===== src/rtl/snake_pkg.sv =====
// Shared definitions for the snake game engine.
//   state_e   : engine FSM states
//   dir_e     : movement directions
//   KEY_*     : PS/2 scan codes the engine reacts to
//   is_arrow / key_to_dir / reverse_dir : key decode helpers
package snake_pkg;

  typedef enum logic [1:0] {
    ST_IDLE = 2'd0,
    ST_RUN  = 2'd1,
    ST_DEAD = 2'd2
  } state_e;

  typedef enum logic [1:0] {
    DIR_UP    = 2'd0,
    DIR_DOWN  = 2'd1,
    DIR_LEFT  = 2'd2,
    DIR_RIGHT = 2'd3
  } dir_e;

  localparam logic [7:0] KEY_UP      = 8'h75;
  localparam logic [7:0] KEY_DOWN    = 8'h72;
  localparam logic [7:0] KEY_LEFT    = 8'h6B;
  localparam logic [7:0] KEY_RIGHT   = 8'h74;
  localparam logic [7:0] KEY_RESTART = 8'h29;

  function automatic logic is_arrow(input logic [7:0] code);
    return (code == KEY_UP) || (code == KEY_DOWN) ||
           (code == KEY_LEFT) || (code == KEY_RIGHT);
  endfunction

  function automatic dir_e key_to_dir(input logic [7:0] code);
    case (code)
      KEY_UP:    return DIR_UP;
      KEY_DOWN:  return DIR_DOWN;
      KEY_LEFT:  return DIR_LEFT;
      default:   return DIR_RIGHT;
    endcase
  endfunction

  function automatic dir_e reverse_dir(input dir_e d);
    case (d)
      DIR_UP:    return DIR_DOWN;
      DIR_DOWN:  return DIR_UP;
      DIR_LEFT:  return DIR_RIGHT;
      default:   return DIR_LEFT;
    endcase
  endfunction

endpackage


===== src/rtl/snake_if.sv =====
// Bus between the game host and snake_engine.
//   tick, key_valid, key_code, grow, qx, qy : host -> engine
//   q_hit, q_head, head_x, head_y, length,
//   running, died                          : engine -> host
// XW / YW / LW must match the engine's cell-coordinate and length widths.
interface snake_if #(
  parameter int XW = 5,
  parameter int YW = 5,
  parameter int LW = 5
);
  logic          tick;
  logic          key_valid;
  logic [7:0]    key_code;
  logic          grow;
  logic [XW-1:0] qx;
  logic [YW-1:0] qy;
  logic          q_hit;
  logic          q_head;
  logic [XW-1:0] head_x;
  logic [YW-1:0] head_y;
  logic [LW-1:0] length;
  logic          running;
  logic          died;

  modport master (
    output tick, key_valid, key_code, grow, qx, qy,
    input  q_hit, q_head, head_x, head_y, length, running, died
  );

  modport slave (
    input  tick, key_valid, key_code, grow, qx, qy,
    output q_hit, q_head, head_x, head_y, length, running, died
  );
endinterface


===== src/rtl/snake_dir_ctrl.sv =====
// Direction control for snake_engine.
//   clk, rst_n : clock, synchronous active-low reset
//   start      : game start; key direction becomes both pending and last-moved
//   init       : reload the initial direction (right)
//   run_en     : arrow keys may update the pending direction
//   move       : a move happens this cycle (pending becomes last-moved)
//   key_valid, key_code : keyboard strobe and scan code
//   move_dir   : direction the next move will take
module snake_dir_ctrl
  import snake_pkg::*;
(
  input  logic       clk,
  input  logic       rst_n,
  input  logic       start,
  input  logic       init,
  input  logic       run_en,
  input  logic       move,
  input  logic       key_valid,
  input  logic [7:0] key_code,
  output dir_e       move_dir
);

  dir_e pend_r;
  dir_e last_r;
  dir_e key_dir_s;
  dir_e ref_dir_s;
  logic accept_s;

  // Decode the key and decide whether it may replace the pending direction.
  // In a move cycle the direction being moved right now is the reference,
  // so a same-cycle key is judged against it and lands on the next move.
  always_comb begin
    key_dir_s = key_to_dir(key_code);
    ref_dir_s = move ? pend_r : last_r;
    accept_s  = run_en & key_valid & is_arrow(key_code) &
                (key_dir_s != reverse_dir(ref_dir_s));
  end

  // Pending and last-moved direction registers.
  always_ff @(posedge clk) begin
    if (!rst_n) begin
      pend_r <= DIR_RIGHT;
      last_r <= DIR_RIGHT;
    end else if (start) begin
      pend_r <= key_dir_s;
      last_r <= key_dir_s;
    end else if (init) begin
      pend_r <= DIR_RIGHT;
      last_r <= DIR_RIGHT;
    end else begin
      if (move) begin
        last_r <= pend_r;
      end
      if (accept_s) begin
        pend_r <= key_dir_s;
      end
    end
  end

  assign move_dir = pend_r;

endmodule


===== src/rtl/snake_engine.sv =====
// Snake game engine: FSM (IDLE/RUN/DEAD), move timer, segment store,
// collision detection and a registered cell query port.
//   clk, rst_n : clock, synchronous active-low reset
//   bus        : snake_if.slave (tick, keys, grow, query in; status out)
module snake_engine
  import snake_pkg::*;
#(
  parameter int GRID_W   = 32,
  parameter int GRID_H   = 24,
  parameter int MAX_LEN  = 16,
  parameter int INIT_LEN = 3,
  parameter int STEP_DIV = 4
)(
  input  logic    clk,
  input  logic    rst_n,
  snake_if.slave  bus
);

  localparam int XW = $clog2(GRID_W);
  localparam int YW = $clog2(GRID_H);
  localparam int LW = $clog2(MAX_LEN + 1);
  localparam int CW = (STEP_DIV > 1) ? $clog2(STEP_DIV) : 1;

  localparam logic [YW-1:0] HOME_Y   = YW'(GRID_H / 2);
  localparam logic [XW-1:0] LAST_X   = XW'(GRID_W - 1);
  localparam logic [YW-1:0] LAST_Y   = YW'(GRID_H - 1);
  localparam logic [LW-1:0] INIT_L   = LW'(INIT_LEN);
  localparam logic [LW-1:0] MAX_L    = LW'(MAX_LEN);
  localparam logic [CW-1:0] CNT_LAST = CW'(STEP_DIV - 1);

  // Initial column of segment i; indices past the grid edge wrap but sit
  // beyond the length, so they are never visible.
  function automatic logic [XW-1:0] init_x(input int i);
    return XW'(GRID_W / 2 - i);
  endfunction

  state_e        state_r;
  state_e        state_nx_s;
  logic [XW-1:0] seg_x_r [MAX_LEN];
  logic [YW-1:0] seg_y_r [MAX_LEN];
  logic [LW-1:0] len_r;
  logic          grow_pend_r;
  logic [CW-1:0] cnt_r;
  logic          died_r;
  logic          q_hit_r;
  logic          q_head_r;

  dir_e          move_dir_s;
  logic          arrow_s;
  logic          start_s;
  logic          restart_s;
  logic          reinit_s;
  logic          move_s;
  logic          grow_now_s;
  logic [LW-1:0] body_lim_s;
  logic [XW-1:0] nx_x_s;
  logic [YW-1:0] nx_y_s;
  logic          wall_s;
  logic          self_s;
  logic          collide_s;
  logic          hit_s;
  logic          head_s;

  snake_dir_ctrl u_dir (
    .clk       (clk),
    .rst_n     (rst_n),
    .start     (start_s),
    .init      (reinit_s),
    .run_en    (state_r == ST_RUN),
    .move      (move_s),
    .key_valid (bus.key_valid),
    .key_code  (bus.key_code),
    .move_dir  (move_dir_s)
  );

  // Event decode: start, restart, move timing and whether this move grows.
  always_comb begin
    arrow_s    = bus.key_valid & is_arrow(bus.key_code);
    start_s    = (state_r == ST_IDLE) & arrow_s;
    restart_s  = (state_r == ST_DEAD) & bus.key_valid & (bus.key_code == KEY_RESTART);
    reinit_s   = (state_r == ST_IDLE) | restart_s;
    move_s     = (state_r == ST_RUN) & bus.tick & (cnt_r == CNT_LAST);
    grow_now_s = (grow_pend_r | bus.grow) & (len_r != MAX_L);
    // The tail cell stays occupied only when the move grows the snake.
    body_lim_s = grow_now_s ? len_r : (len_r - LW'(1));
  end

  // Next head cell and wall check; no wrap-around at the edges.
  always_comb begin
    nx_x_s = seg_x_r[0];
    nx_y_s = seg_y_r[0];
    wall_s = 1'b0;
    case (move_dir_s)
      DIR_UP: begin
        if (seg_y_r[0] == {YW{1'b0}}) wall_s = 1'b1;
        else                          nx_y_s = seg_y_r[0] - YW'(1);
      end
      DIR_DOWN: begin
        if (seg_y_r[0] == LAST_Y) wall_s = 1'b1;
        else                      nx_y_s = seg_y_r[0] + YW'(1);
      end
      DIR_LEFT: begin
        if (seg_x_r[0] == {XW{1'b0}}) wall_s = 1'b1;
        else                          nx_x_s = seg_x_r[0] - XW'(1);
      end
      DIR_RIGHT: begin
        if (seg_x_r[0] == LAST_X) wall_s = 1'b1;
        else                      nx_x_s = seg_x_r[0] + XW'(1);
      end
      default: wall_s = 1'b0;
    endcase
  end

  // Self-collision and query match over the live segments.
  always_comb begin
    self_s = 1'b0;
    hit_s  = 1'b0;
    for (int i = 0; i < MAX_LEN; i++) begin
      self_s = self_s | ((LW'(i) < body_lim_s) &
                         (seg_x_r[i] == nx_x_s) & (seg_y_r[i] == nx_y_s));
      hit_s  = hit_s  | ((LW'(i) < len_r) &
                         (seg_x_r[i] == bus.qx) & (seg_y_r[i] == bus.qy));
    end
    head_s    = (seg_x_r[0] == bus.qx) & (seg_y_r[0] == bus.qy);
    collide_s = wall_s | self_s;
  end

  // FSM next-state logic.
  always_comb begin
    state_nx_s = state_r;
    case (state_r)
      ST_IDLE: begin
        if (start_s) state_nx_s = ST_RUN;
        else         state_nx_s = ST_IDLE;
      end
      ST_RUN: begin
        if (move_s & collide_s) state_nx_s = ST_DEAD;
        else                    state_nx_s = ST_RUN;
      end
      ST_DEAD: begin
        if (restart_s) state_nx_s = ST_IDLE;
        else           state_nx_s = ST_DEAD;
      end
      default: state_nx_s = ST_IDLE;
    endcase
  end

  // FSM state register and death pulse.
  always_ff @(posedge clk) begin
    if (!rst_n) begin
      state_r <= ST_IDLE;
      died_r  <= 1'b0;
    end else begin
      state_r <= state_nx_s;
      died_r  <= move_s & collide_s;
    end
  end

  // Move timer: counts ticks only while running.
  always_ff @(posedge clk) begin
    if (!rst_n || (state_r != ST_RUN)) begin
      cnt_r <= {CW{1'b0}};
    end else if (bus.tick) begin
      cnt_r <= (cnt_r == CNT_LAST) ? {CW{1'b0}} : (cnt_r + CW'(1));
    end
  end

  // Segment store, length and sticky grow request.
  always_ff @(posedge clk) begin
    if (!rst_n || reinit_s) begin
      for (int i = 0; i < MAX_LEN; i++) begin
        seg_x_r[i] <= init_x(i);
        seg_y_r[i] <= HOME_Y;
      end
      len_r       <= INIT_L;
      grow_pend_r <= 1'b0;
    end else if (move_s && !collide_s) begin
      for (int i = MAX_LEN - 1; i > 0; i--) begin
        seg_x_r[i] <= seg_x_r[i-1];
        seg_y_r[i] <= seg_y_r[i-1];
      end
      seg_x_r[0]  <= nx_x_s;
      seg_y_r[0]  <= nx_y_s;
      len_r       <= grow_now_s ? (len_r + LW'(1)) : len_r;
      grow_pend_r <= 1'b0;
    end else begin
      grow_pend_r <= grow_pend_r | bus.grow;
    end
  end

  // Registered cell query.
  always_ff @(posedge clk) begin
    if (!rst_n) begin
      q_hit_r  <= 1'b0;
      q_head_r <= 1'b0;
    end else begin
      q_hit_r  <= hit_s;
      q_head_r <= head_s;
    end
  end

  assign bus.q_hit   = q_hit_r;
  assign bus.q_head  = q_head_r;
  assign bus.head_x  = seg_x_r[0];
  assign bus.head_y  = seg_y_r[0];
  assign bus.length  = len_r;
  assign bus.running = (state_r == ST_RUN);
  assign bus.died    = died_r;

endmodule


===== src/flat_wrapper.sv =====
// flat-port wrapper written by rule: the top's interface ports become plain ports
module snake_engine_flat import snake_pkg::*;
#(
  parameter int GRID_W   = 32,
  parameter int GRID_H   = 24,
  parameter int MAX_LEN  = 16,
  parameter int INIT_LEN = 3,
  parameter int STEP_DIV = 4
)
  (clk, rst_n, bus_tick, bus_key_valid, bus_key_code, bus_grow, bus_qx, bus_qy, bus_q_hit, bus_q_head, bus_head_x, bus_head_y, bus_length, bus_running, bus_died);
  snake_if #(.XW(5), .YW(5), .LW(5)) bus_i ();
  input  logic clk;
  input  logic rst_n;
  input wire logic [$bits(bus_i.tick)-1:0] bus_tick;
  input wire logic [$bits(bus_i.key_valid)-1:0] bus_key_valid;
  input wire logic [$bits(bus_i.key_code)-1:0] bus_key_code;
  input wire logic [$bits(bus_i.grow)-1:0] bus_grow;
  input wire logic [$bits(bus_i.qx)-1:0] bus_qx;
  input wire logic [$bits(bus_i.qy)-1:0] bus_qy;
  output wire logic [$bits(bus_i.q_hit)-1:0] bus_q_hit;
  output wire logic [$bits(bus_i.q_head)-1:0] bus_q_head;
  output wire logic [$bits(bus_i.head_x)-1:0] bus_head_x;
  output wire logic [$bits(bus_i.head_y)-1:0] bus_head_y;
  output wire logic [$bits(bus_i.length)-1:0] bus_length;
  output wire logic [$bits(bus_i.running)-1:0] bus_running;
  output wire logic [$bits(bus_i.died)-1:0] bus_died;
  assign bus_i.tick = bus_tick;
  assign bus_i.key_valid = bus_key_valid;
  assign bus_i.key_code = bus_key_code;
  assign bus_i.grow = bus_grow;
  assign bus_i.qx = bus_qx;
  assign bus_i.qy = bus_qy;
  assign bus_q_hit = bus_i.q_hit;
  assign bus_q_head = bus_i.q_head;
  assign bus_head_x = bus_i.head_x;
  assign bus_head_y = bus_i.head_y;
  assign bus_length = bus_i.length;
  assign bus_running = bus_i.running;
  assign bus_died = bus_i.died;
  snake_engine #(.GRID_W(GRID_W), .GRID_H(GRID_H), .MAX_LEN(MAX_LEN), .INIT_LEN(INIT_LEN), .STEP_DIV(STEP_DIV)) u_core (.clk(clk), .rst_n(rst_n), .bus(bus_i));
endmodule

===== config.mk =====
export PLATFORM = sky130hd
export DESIGN_NAME = snake_engine_flat
export DESIGN_NICKNAME = d
export VERILOG_FILES = /design/src/rtl/snake_pkg.sv /design/src/rtl/snake_if.sv /design/src/rtl/snake_dir_ctrl.sv /design/src/rtl/snake_engine.sv /design/src/flat_wrapper.sv
export SDC_FILE = /design/constraint.sdc
export NUM_CORES = 1
export LEC_CHECK = 0
export CORE_ASPECT_RATIO = 1.5
export CORE_MARGIN = 10
export CORE_UTILIZATION = 63
export DETAILED_ROUTE_END_ITERATION = 12
export PLACE_DENSITY = 0.84
export REMOVE_ABC_BUFFERS = 1
export SLEW_MARGIN = 10
export SYNTH_ARGS = -nofsm -noshare
export SYNTH_HDL_FRONTEND = slang
export SYNTH_SLANG_ARGS = --single-unit

===== constraint.sdc =====
create_clock -name clk -period 9.6 [get_ports clk]
set_clock_uncertainty 0.05 [all_clocks]
set_input_delay 1.44 -clock clk [delete_from_list [all_inputs] [get_ports clk]]
set_output_delay 1.44 -clock clk [all_outputs]
set_load 0.02 [all_outputs]

Yosys cells after proc, flatten, opt, wreduce, memory -nomap -nowiden --
Memories as Yosys holds them, arrays and structs flattened. Cells that the tools add are included.
Operators by class: magnitude comparators 32, bitwise operators 141, muxes and demuxes 62, $add $sub $neg 7, reduce and logical (&&, ||, !) cells 16, equal/unequal tests 82
Operators with widths (number):
- 5-bit equality test | 64
- 5-bit 2-to-1 mux | 37
- 4-bit by 5-bit < comparator with 1-bit output (first input constant) | 16
- 1-bit bitwise AND | 76
- 1-bit bitwise OR | 65
- 3-bit by 5-bit < comparator with 1-bit output (first input constant) | 8
- 8-bit by 7-bit equality test with 1-bit output (second input constant) | 4
- 1-bit by 5-bit < comparator with 1-bit output (first input constant) | 4
- 2-bit by 5-bit < comparator with 1-bit output (first input constant) | 4
- 5-bit one-hot mux with 2 select lines | 2
- 2-bit 2-to-1 mux | 9
- 2-bit one-hot mux with 3 select lines | 3
- 5-bit by 1-bit adder with 5-bit output (second input constant) | 3
- 5-bit by 1-bit subtractor with 5-bit output (second input constant) | 3
- 2-bit equality test (second input constant) | 5
- 5-bit equality test (second input constant) | 2
- 5-bit zero test | 2
- 1-bit 2-to-1 mux | 10
- 8-bit by 6-bit equality test with 1-bit output (second input constant) | 1
- 2-bit by 1-bit equality test with 1-bit output (second input constant) | 3
- 2-bit zero test | 3
- 1-bit logical OR | 5
- 5-bit != test (second input constant) | 1
- 1-bit one-hot mux with 4 select lines | 1
- other kinds (8) | 9
Storage, ports and cells: word-level logic and storage cells 351, input bits 23, output and inout port bits 19, memory bits (writable) 160, memories 2, flip-flop bits (word level) 17
Memory list:
- u_core.seg_x_r | depth 16, width 5, read ports 16, clocked after memory_dff 0, wr ports 16, line snake_engine.sv:39 | logic [XW-1:0] seg_x_r [MAX_LEN];
- u_core.seg_y_r | depth 16, width 5, read ports 16, clocked after memory_dff 0, wr ports 16, line snake_engine.sv:40 | logic [YW-1:0] seg_y_r [MAX_LEN];

Depth between registers and ports, before layout --
An unclocked memory read counts as a cell.
depth after elaboration 29, mapped depth 18, gate-level depth less buffers 12

By module --
Synthesis repeated with hierarchy kept, for this count alone.
Second synthesis, totals: cell total of the unflattened synthesis 1185, area total of the unflattened synthesis 12117.9 µm²
By module, submodules not included:
- snake_engine | cells an instance 1139, seq. area each 5064.9 µm², area each 11742.5 µm², times used 1
- snake_dir_ctrl | cells an instance 46, seq. area each 80.1 µm², area each 375.4 µm², times used 1

Least setup slack after synthesis --
OpenSTA, ideal clock, no wires.
kind input to register, start input bus_grow, end memory u_core.seg_x_r[0][0] (enable), cell stages on the path 12, setup slack 1301 ps, arrival 7701 ps, buffers on the path 2, data required time 9002 ps, cells stage by stage nor2_1 -> or2_2 -> clkbuf_1 -> nand4_1 -> a21bo_2 -> nand4_1 -> o41ai_1 -> or3_1 -> or4_1 -> buf_2 -> nor3_1 -> nand2b_1
RTL lines:
- from (decl) | line flat_wrapper.sv:17 | input wire logic [$bits(bus_i.grow)-1:0] bus_grow;
- to (decl) | line snake_engine.sv:39

==> flow_summary.json <==
{
  "outcome": "finished, final reports clean",
  "ys_seq_area_frac": 0.430,
  "end_kind": "register",
  "core-area_um2": 18600,
  "crit_required_ns": 9.72,
  "syn-cell-area_um2": 12000,
  "synth_edf_count": 160,
  "grt_pass1_vias": 9324,
  "boundaryPins": 42,
  "setup_viol": 0,
  "hold_buffers": 0,
  "vias": 9371,
  "synthFlopType": "edfxtp_1",
  "synth_top_area_cell": "edfxtp_1",
  "die_h_um": 189,
  "syn_to_final_growth_pct": 10.2,
  "post_cts_buffers": 0,
  "start_kind": "register",
  "grt_pass1_wl_mm": 54.8,
  "yosysTopAreaCellShare": 0.402,
  "arrival_ns": 6.38,
  "final-hold-violation-count": 0,
  "cellPowerDensity_nw_per_um2": 131,
  "gp_congestion": 1.03,
  "drv_cap": 0,
  "slew_headroom": 0.265,
  "ys_seq_elements": 177,
  "finalCritPeriodShare": 0.652,
  "synthMuxAreaShare": 0.00775,
  "synth-compound-area-share": 0.0703,
  "rsz0062_at_grt": "no",
  "leakage_nw": 4.70,
  "synth_top_family_by_area": "XOR/XNOR gates",
  "dieArea_um2": 25000,
  "synth-simple-area-share": 0.211,
  "worstMarginPinSlew_ns": 1.07,
  "initial_core_util": 0.642,
  "ys_async_sr_fraction": 0,
  "worstPathMaxFanout": 86,
  "hpwl_mm": 24.0,
  "drive_gt1_frac": 0.0720,
  "antenna_cells": 0,
  "busiest_layer": "met2",
  "dr.pass1.iters": 7,
  "cts_made_buffers": 17,
  "via_per_inst": 6.61,
  "tritoncts": "done",
  "cts_resized": 0,
  "routed_wirelength_mm": 36.1,
  "grt_overflow": 0,
  "period_needed_ns": 6.26,
  "post_drt_wl_per_cell_um": 25.5,
  "track_usage": 0.285,
  "synth_xor_area_frac": 0.230,
  "use_met2": 0.481,
  "num_rows": 61,
  "portBuffers": 41,
  "clk-insertion-delay-late_ns": 0.45,
  "critPathKind": "reg2reg",
  "antenna_found_initial": 0,
  "final.setup.tns_ns": 0,
  "die_x_um": 132,
  "nets": 1185,
  "path_clk_slew_ns": 0.07,
  "hold_path.class": "reg2reg",
  "cts.sinks": 177,
  "fmax_mhz": 160,
  "grtUsageMet1": 0.316,
  "ir_worst_vdd_v": 0.000145,
  "synth.distinct_cells": 74,
  "finalHoldWorstSlack_ns": 0.454,
  "use_met3": 0.0578,
  "finalMaxSlewViolations": 0,
  "synth_adder_area_share": 0.00942,
  "clockBufferDepth": 2,
  "grt_start_max_net_pins": 100,
  "synthCells": 1147,
  "cts-root-buf": "clkbuf_16",
  "drc": 0,
  "synth.avg_cell_area_um2": 10.4,
  "ys.warnings.count": 0,
  "ant_nets": 0,
  "drt_first_iter_violations": 1244,
  "synth_top_cells_by_area": "edfxtp_1, xor2_1, xnor2_1",
  "cts_htree_levels": 4
}
-- synth_stat cells (all sizes together) (3+ instances only) --
library cell / instances
xor2: 160
a2111oi: 8
and2: 98
mux2i: 7
nand2b: 69
nor3: 33
xnor2: 148
or3: 10
a31oi: 3
and4: 5
nor2: 35
nor2b: 10
o22ai: 4
ha: 9
buf: 39
clkbuf: 42
or4b: 5
o211ai: 6
a21o: 3
o21ai: 26
or4: 6
o2111ai: 4
and3: 3
a311oi: 3
dfxtp: 17
nand4: 43
a21oi: 35
nand2: 34
edfxtp: 160
a22oi: 4
inv: 11
nand3: 22
a211oi: 4
nor4: 39
-- routing by layer --
| metal | vias up | routed length [µm] |
|---|---|---|
| met5 | - | 0 |
| met4 | 0 | 2450 |
| met3 | 167 | 3110 |
| met2 | 596 | 17900 |
| met1 | 4539 | 12600 |
| li1 | 4069 | - |
-- critical path, stage by stage, from the launching register on --
cell and delay [ns]:
edfxtp_1 0.67, inv_1 0.21, ha_1 0.25, or4b_2 0.66, a22oi_2 0.47, xnor2_2 0.27
buf_4 0.30, xnor2_1 0.09, o21ai_0 0.08, nor4_1 0.08, or3_1 0.39, or4_1 0.70
nor4_4 0.26, buf_4 0.57, buf_4 0.72, nand2b_1 0.14
-- report_power, final --
| group | switching (mW) | total (mW) | internal (mW) |
|---|---|---|---|
| Combinational | 0.0503 | 0.0851 | 0.0348 |
| Clock | 0.320 | 0.814 | 0.494 |
| Sequential | 0.00304 | 0.832 | 0.829 |
| Total | 0.373 | 1.73 | 1.36 |
-- flip-flops by register name, indices dropped and copies added, names as in the netlist --
name,flops
u_core.cnt_r,2
u_core.u_dir.move_dir,2
u_core.bus.q_hit,1
u_core.bus.died,1
u_core.u_dir.last_r,2
u_core.seg_y_r,80
u_core.bus.q_head,1
u_core.grow_pend_r,1
u_core.bus.length,5
u_core.seg_x_r,80
u_core.state_r,2
-- logic make-up after synthesis --
kind of cell	after synthesis
xor+xnor	310
flops	177
buf+inv	92
simple gates	426
compound gates	124
fa+ha+maj	9
mux	9
-- area by class of cell --
cell class                      instances  area [µm²]
Clock buffer                           17         425
Clock inverter                         15         253
Fill cell                            1379        5450
Inverter                               11        41.3
Multi-Input combinational cell        878        6360
Sequential cell                       177        5140
Tap cell                              252         315
Timing Repair Buffer                   68         626
-- cells in the final DEF, fill, tap and decap left out, types with 4 or more instances in the layout --
master	synthesis	final
a2111oi_0	8	8
a211oi_1	4	4
a21oi_1	35	35
and2_1	98	98
and4_1	5	5
buf_4	12	26
bufinv_16	0	6
clkbuf_16	0	17
clkdlybuf4s50_1	0	41
dfxtp_1	17	17
edfxtp_1	160	160
ha_1	9	9
inv_1	11	11
inv_6	0	4
mux2i_1	7	7
nand2_1	34	34
nand2b_1	69	68
nand3_1	22	22
nand4_1	43	43
nor2_1	34	34
nor2b_1	10	10
nor3_1	32	32
nor4_1	38	38
o2111ai_1	4	4
o211ai_1	6	6
o21ai_0	25	25
or3_1	10	10
or4_1	6	6
or4b_2	4	4
xnor2_1	147	146
xor2_1	160	160
-- worst paths after layout --
| path | start | to | slack [ns] | cells after the start |
|---|---|---|---|---|
| min | u_core.cnt_r[1]$_SDFFE_PP0P_ | u_core.cnt_r[1]$_SDFFE_PP0P_ | 0.45 | 2 |
| max | u_core.seg_x_r[0][0]$_SDFFCE_PN0P_ | u_core.seg_y_r[5][8]$_SDFFCE_PN1P_ | 3.34 | 15 |
| max reg2reg | u_core.seg_x_r[0][0]$_SDFFCE_PN0P_ | u_core.seg_y_r[5][8]$_SDFFCE_PN1P_ | 3.34 | 15 |
| min reg2reg | u_core.cnt_r[1]$_SDFFE_PP0P_ | u_core.cnt_r[1]$_SDFFE_PP0P_ | 0.45 | 2 |
-- stage by stage --
| stage | instance area [µm²] | setup WS, ns | instances | utilization | total power [mW] |
|---|---|---|---|---|---|
| after floorplan | 11500 | 0.955 | 1066 | - | 0.888 |
| after global placement | 12500 | 3.31 | 1386 | 0.671 | 0.929 |
| after detailed placement | 12500 | 3.28 | 1386 | 0.671 | 0.931 |
| after CTS | 13200 | 3.38 | 1418 | 0.707 | 1.73 |
| after global routing | 13200 | 3.00 | 1418 | 0.707 | 1.77 |
| final | 13200 | 3.34 | 1418 | 0.707 | 1.73 |
(Power assumes the default switching activity.)
